`config.mk`:
```
export PLATFORM = sky130hd
export DESIGN_NAME = instruction_fetch_unit_flat
export DESIGN_NICKNAME = d
export VERILOG_FILES = /design/src/rtl/instruction_fetch_unit_pkg.sv /design/src/rtl/instruction_fetch_unit_if.sv /design/src/rtl/instruction_fetch_unit_skid_buf.sv /design/src/rtl/instruction_fetch_unit.sv /design/src/flat_wrapper.sv
export SDC_FILE = /design/constraint.sdc
export NUM_CORES = 1
export LEC_CHECK = 0
export BUFFER_PORTS_ARGS = -buffer_cell sky130_fd_sc_hd__buf_2
export CAP_MARGIN = 20
export CORE_MARGIN = 2
export CORE_UTILIZATION = 55
export DETAILED_ROUTE_END_ITERATION = 6
export GPL_ROUTABILITY_DRIVEN = 0
export PLACE_DENSITY = 0.82
export SLEW_MARGIN = 20
export SYNTH_ARGS = -nofsm -noshare
export SYNTH_HDL_FRONTEND = slang
export SYNTH_HIERARCHICAL = 1
export SYNTH_SLANG_ARGS = --single-unit
```
`constraint.sdc`:
```
create_clock -name clk -period 4.9 [get_ports clk]
set_input_delay 0 -clock clk [delete_from_list [all_inputs] [get_ports clk]]
set_output_delay 0 -clock clk [all_outputs]
set_load 0.02 [all_outputs]
```
`src/rtl/instruction_fetch_unit_pkg.sv`:
```
// Shared types and defaults for the instruction fetch unit.
// Holds the FSM state encoding and the IF/ID payload record.
package fetch_pkg;
    localparam logic [31:0] RESET_VECTOR_DEFAULT = 32'h0000_0000;
    localparam int unsigned PC_STEP_DEFAULT      = 4;

    typedef enum logic [1:0] {
        REQ,
        WAIT_RSP,
        HOLD,
        DROP
    } fetch_state_t;

    typedef struct packed {
        logic [31:0] instr;
        logic [31:0] pc;
    } fetch_entry_t;

    function automatic logic [31:0] align_word(input logic [31:0] addr);
        return addr & 32'hFFFF_FFFC;
    endfunction
endpackage

```
`src/rtl/instruction_fetch_unit_if.sv`:
```
// Instruction memory request/response channel between fetch and imem.
interface instruction_fetch_unit_if;
    logic        imem_req_valid;
    logic        imem_req_ready;
    logic [31:0] imem_req_addr;
    logic        imem_rsp_valid;
    logic [31:0] imem_rsp_data;

    modport master (
        output imem_req_valid, imem_req_addr,
        input  imem_req_ready, imem_rsp_valid, imem_rsp_data
    );

    modport slave (
        input  imem_req_valid, imem_req_addr,
        output imem_req_ready, imem_rsp_valid, imem_rsp_data
    );
endinterface

```
`src/rtl/instruction_fetch_unit_skid_buf.sv`:
```
// One-entry skid buffer parking a fetched word while decode is stalled.
module fetch_skid_buf
    import fetch_pkg::*;
(
    input  logic         clk,
    input  logic         reset,
    input  logic         load,
    input  fetch_entry_t load_entry,
    input  logic         clear,
    output logic         valid,
    output fetch_entry_t entry
);

    always_ff @(posedge clk) begin
        if (!reset) begin
            valid <= 1'b0;
            entry <= '0;
        end else if (clear) begin
            valid <= 1'b0;
        end else if (load) begin
            valid <= 1'b1;
            entry <= load_entry;
        end
    end

endmodule

```
`src/rtl/instruction_fetch_unit.sv`:
```
// Single-outstanding instruction fetch: issues PC requests, fills IF/ID,
// parks late words in a skid buffer under stall, and drops redirected fetches.
module instruction_fetch_unit
    import fetch_pkg::*;
#(
    parameter logic [31:0] RESET_VECTOR = RESET_VECTOR_DEFAULT,
    parameter int unsigned PC_STEP      = PC_STEP_DEFAULT
) (
    input  logic                            clk,
    input  logic                            reset,
    input  logic [31:0]                     pc_out,
    output logic [31:0]                     pc_in,
    instruction_fetch_unit_if.master        imem,
    input  logic                            redirect_valid,
    input  logic [31:0]                     redirect_target,
    input  logic                            stall,
    output logic                            if_id_valid,
    output logic [31:0]                     if_id_instr,
    output logic [31:0]                     if_id_pc
);

    fetch_state_t state;
    logic [31:0]  req_pc;
    logic         req_fire;
    logic         skid_load;
    logic         skid_clear;
    logic         skid_valid;
    fetch_entry_t skid_entry;

    assign imem.imem_req_valid = reset && (state == REQ);
    assign imem.imem_req_addr  = pc_out;
    assign req_fire            = imem.imem_req_valid && imem.imem_req_ready;

    always_comb begin
        if (!reset)              pc_in = RESET_VECTOR;
        else if (redirect_valid) pc_in = align_word(redirect_target);
        else if (req_fire)       pc_in = pc_out + 32'(PC_STEP);
        else                     pc_in = pc_out;
    end

    // A response arriving while decode is full and stalled goes to the skid.
    assign skid_load  = (state == WAIT_RSP) && imem.imem_rsp_valid && stall &&
                        if_id_valid && !redirect_valid;
    assign skid_clear = redirect_valid || ((state == HOLD) && !stall);

    fetch_skid_buf u_skid (
        .clk        (clk),
        .reset      (reset),
        .load       (skid_load),
        .load_entry ('{instr: imem.imem_rsp_data, pc: req_pc}),
        .clear      (skid_clear),
        .valid      (skid_valid),
        .entry      (skid_entry)
    );

    always_ff @(posedge clk) begin
        if (!reset) begin
            state       <= REQ;
            req_pc      <= '0;
            if_id_valid <= 1'b0;
            if_id_instr <= '0;
            if_id_pc    <= '0;
        end else begin
            if (!stall) if_id_valid <= 1'b0;
            case (state)
                REQ: begin
                    if (req_fire) begin
                        req_pc <= pc_out;
                        state  <= redirect_valid ? DROP : WAIT_RSP;
                    end
                end
                WAIT_RSP: begin
                    if (redirect_valid) begin
                        state <= imem.imem_rsp_valid ? REQ : DROP;
                    end else if (imem.imem_rsp_valid) begin
                        if (skid_load) begin
                            state <= HOLD;
                        end else begin
                            if_id_valid <= 1'b1;
                            if_id_instr <= imem.imem_rsp_data;
                            if_id_pc    <= req_pc;
                            state       <= REQ;
                        end
                    end
                end
                HOLD: begin
                    if (redirect_valid) begin
                        state <= REQ;
                    end else if (!stall) begin
                        if_id_valid <= skid_valid;
                        if_id_instr <= skid_entry.instr;
                        if_id_pc    <= skid_entry.pc;
                        state       <= REQ;
                    end
                end
                DROP: begin
                    // Leave only once the stale word is consumed, even if a
                    // redirect lands in the same cycle; otherwise nothing is left to wait for.
                    if (imem.imem_rsp_valid) state <= REQ;
                end
                default: state <= REQ;
            endcase
            if (redirect_valid) if_id_valid <= 1'b0;
        end
    end

endmodule

```
`src/flat_wrapper.sv`:
```
// flat-port wrapper written by rule: the top's interface ports become plain ports
module instruction_fetch_unit_flat import fetch_pkg::*;
#(
    parameter logic [31:0] RESET_VECTOR = RESET_VECTOR_DEFAULT,
    parameter int unsigned PC_STEP      = PC_STEP_DEFAULT
)
  (clk, reset, pc_out, pc_in, redirect_valid, redirect_target, stall, if_id_valid, if_id_instr, if_id_pc, imem_imem_req_valid, imem_imem_req_addr, imem_imem_req_ready, imem_imem_rsp_valid, imem_imem_rsp_data);
  instruction_fetch_unit_if imem_i ();
  input  logic clk;
  input  logic reset;
  input  logic [31:0] pc_out;
  output logic [31:0] pc_in;
  input  logic redirect_valid;
  input  logic [31:0] redirect_target;
  input  logic stall;
  output logic if_id_valid;
  output logic [31:0] if_id_instr;
  output logic [31:0] if_id_pc;
  output wire logic [$bits(imem_i.imem_req_valid)-1:0] imem_imem_req_valid;
  output wire logic [$bits(imem_i.imem_req_addr)-1:0] imem_imem_req_addr;
  input wire logic [$bits(imem_i.imem_req_ready)-1:0] imem_imem_req_ready;
  input wire logic [$bits(imem_i.imem_rsp_valid)-1:0] imem_imem_rsp_valid;
  input wire logic [$bits(imem_i.imem_rsp_data)-1:0] imem_imem_rsp_data;
  assign imem_imem_req_valid = imem_i.imem_req_valid;
  assign imem_imem_req_addr = imem_i.imem_req_addr;
  assign imem_i.imem_req_ready = imem_imem_req_ready;
  assign imem_i.imem_rsp_valid = imem_imem_rsp_valid;
  assign imem_i.imem_rsp_data = imem_imem_rsp_data;
  instruction_fetch_unit #(.RESET_VECTOR(RESET_VECTOR), .PC_STEP(PC_STEP)) u_core (.clk(clk), .reset(reset), .pc_out(pc_out), .pc_in(pc_in), .imem(imem_i), .redirect_valid(redirect_valid), .redirect_target(redirect_target), .stall(stall), .if_id_valid(if_id_valid), .if_id_instr(if_id_instr), .if_id_pc(if_id_pc));
endmodule
```
==> reports/metrics.csv <==
stage,metric,value,unit
synthesis,synth_common_cells,"nand2_1, dfxtp_1, mux2i_1",
synthesis,synth_flop_cell,dfxtp_1,
clock_network,htree_levels,4,
detailed_routing,dr_total_vias,7365,
cells_and_area,num-fill-cells,1093,
clock_network,clk_path_buf_depth,2,
synthesis,ys_ff_latch,164,
global_route,grt_pass1_vias,6688,
clock_network,clkTransAtPathRegs,60,ps
detailed_routing,firstDrtPassIters,7,
setup_path,timing.rr.end,u_core/u_skid/entry[42]$_SDFFE_PN0P_,
timing,hold_ws,16.26,ps
timing,max_freq,301.5,MHz
synthesis,synth_warnings,6,
setup_path,rr_worst_depth,7,
floorplanning,die_area,16000,um2
synthesis,async_flop_share,0,%
synthesis,synth_area_leaders,"dfxtp_1, mux2i_1, nand2_1",
clock_network,cts_tree,yes,
detailed_routing,routed_wl,20970,um
floorplanning,coreArea,14590,um2
clock_network,post_cts_buffers,0,
timing,period_share,67.69,%
min_path,hold_path_class,primary input to register,
detailed_routing,drc_errors,0,
timing,rsz0062_at_grt,no,
min_path,worstHoldPathCells,4,
place,dp_cells,1262,
synthesis,synthesis.nets,1057,
timing,worstMarginPinSlew,1028,ps
detailed_routing,drt-wirelength-per-cell,15.44,um
synthesis,synthCells,949,
clock_network,cts_resized,0,
clock_network,clock_sinks,164,
cells_and_area,regArea,3283,um2
synthesis,syn-cell-area,8254,um2
global_route,antenna_found_initial,0,
run,cap_violations,0,
global_route,overflow,0,
synthesis,synth_cell_types,42,
global_route,groute.layer.met2.usage,43.19,%
timing,hold_violations,0,
synthesis,synth-seq-area-share,39.78,%
floorplanning,rows,44,
timing,max_slew_margin,31.47,%
run_status,status,completed,
setup_path,crit_fanout,5,
cells_and_area,layout.cells.non_filler,1358,
timing,fin_tns_setup,0,ps
timing,period_minus_slack,3317,ps
global_route,use_met3,5.230,%
clock_network,insertion_delay,420,ps
power,peakVddDrop,0.2634,mV
floorplanning,die_w,126.5,um
setup_path,crit_arrival,3320,ps
setup_path,cp_data_required_time,4900,ps
setup_path,critPathCaptureType,primary output,
timing,setup_viol,0,
global_route,grt-busiest-layer,met2,
global_route,grt_pass1_wl,33070,um
power,p_leak,0.004804,uW
floorplanning,start_util,56.58,%
clock_network,cts-root-buf,clkbuf_16,
setup_path,r2r_slack,2100,ps
power,power.total,4418,uW
synthesis,netlist.area_leader.share,39.78,%
setup_path,critPathKind,register to primary output,
global_route,grtUsageTotal,25.40,%
cells_and_area,diodes,0,
cells_and_area,multiInputGateArea,4269,um2
synthesis,avgSynthCellArea,8.698,um2
detailed_routing,via_per_inst,5.423,
synthesis,yosysMostFrequentCell,nand2_1,
cells_and_area,area_delta_synth_final,24.39,%
cells_and_area,utilization,70.38,%
global_route,grt_max_degree,103,
detailed_routing,drtIter0Drc,442,
synthesis,synth_top_area_cell,dfxtp_1,
detailed_routing,postRouteAntennaNets,0,
cells_and_area,final_layout_size_suffix_gt1_share,23.42,%
timing,skew,9.143,ps
place,hpwl,13120,um
min_path,hold_start,imem_imem_req_ready,
place,numPortBuffers,229,
cells_and_area,fin_nets,1271,
setup_path,cp-start-kind,register,
floorplanning,ioPinCount,232,
timing,slew_viol_final,0,
global_route,use_met1,32.31,%
power,power_density,430.3,nW/um2
clock_network,cts-buffers-inserted,17,
floorplanning,chipHeight,126.5,um
setup_path,r2r_start,u_core/state[1]$_SDFFE_PN0P_,
min_path,hold_end,u_core/req_pc[2]$_SDFFE_PN0P_,
synthesis,synth-edff-count,0,
## what timing repair did
item                       in CTS  in global routing
hold endpoints to repair       96                  0
hold buffers                   66                  0
setup endpoints to repair       0                  0
## final cells by class
class	instances	area share, %
sequential	164	31.98
multi-input combinational	671	41.58
timing repair buffer	303	18.36
inverter	6	0.2194
clock inverter	8	0.9993
clock buffer	22	4.619
tap	184	2.242
## cells by family (layout without fill, tap and decap cells)
kind of cell             after synthesis  after routing  synth area share (%)
AO/OA/AOI/OAI                        156            156                 13.75
XOR/XNOR                              27             27                 2.865
adder cells (fa/ha/maj)                6              6                0.9095
buffers and inverters                114            339                 8.822
flip-flops                           164            164                 39.78
multiplexers                         130            130                 15.76
AND/OR/NAND/NOR                      352            352                 18.11
## flip-flops by register name (all words and copies together), names as in the netlist
name	flops
u_core/if_id_instr	32
u_core/if_id_pc	32
u_core/if_id_valid	1
u_core/req_pc	32
u_core/state	2
u_core/u_skid/entry	64
u_core/u_skid/valid	1
## worst max-delay path by stage
stage,start,to,cells past startpoint
after detailed placement,u_core/state[0]$_SDFFE_PN0P_,pc_in[31],8
after global placement,u_core/state[1]$_SDFFE_PN0P_,u_core/u_skid/entry[26]$_SDFFE_PN0P_,7
after CTS,u_core/state[0]$_SDFFE_PN0P_,pc_in[31],8
after global routing,u_core/state[0]$_SDFFE_PN0P_,pc_in[31],8
after floorplan,u_core/state[0]$_SDFFE_PN0P_,u_core/u_skid/entry[0]$_SDFFE_PN0P_,10
final,u_core/state[0]$_SDFFE_PN0P_,pc_in[31],8
## layer usage
metal / up-vias / share of wire (%)
li1: 3635 / -
met2: 252 / 49
met5: - / 0
met4: 0 / 1.6
met1: 3449 / 43
met3: 29 / 6.6
## layout by cell type (no fill, tap or decap), types with 5 or more instances in the layout
| cell | Yosys | layout |
|---|---|---|
| nand2_1 | 277 | 277 |
| buf_2 | 21 | 228 |
| dfxtp_1 | 164 | 164 |
| mux2i_1 | 130 | 130 |
| dlygate4sd3_1 | 0 | 66 |
| o211a_1 | 66 | 66 |
| o21ai_0 | 58 | 58 |
| a21oi_1 | 24 | 24 |
| xnor2_1 | 20 | 20 |
| clkbuf_16 | 0 | 17 |
| nand3_1 | 17 | 17 |
| nor2_1 | 11 | 11 |
| and2_1 | 10 | 10 |
| nand4_1 | 8 | 8 |
| xor2_1 | 7 | 7 |
| buf_4 | 34 | 7 |
| nor3_1 | 6 | 6 |
| inv_1 | 5 | 5 |
| ha_1 | 6 | 5 |
## power by group
group | internal (uW) | switching, uW
Clock | 785 | 521
Sequential | 1550 | 122
Combinational | 564 | 880
Total | 2900 | 1520
## worst max-delay path, stage by stage (launching register included)
cell     delay [ps]
dfxtp_1         340
inv_1           150
ha_1            260
nand4_1         230
nor4_1          820
nand4_1         300
or4_1           520
nand3_1         100
buf_2           180
## metrics by stage
step / cell area, um2 / setup slack, ps
after global routing: 10270 / 1404
final: 10270 / 1583
after floorplan: 8254 / 2717
after CTS: 10260 / 1670
after global placement: 9024 / 2206
after detailed placement: 9024 / 2121
Power figures use the tool's default switching activity.
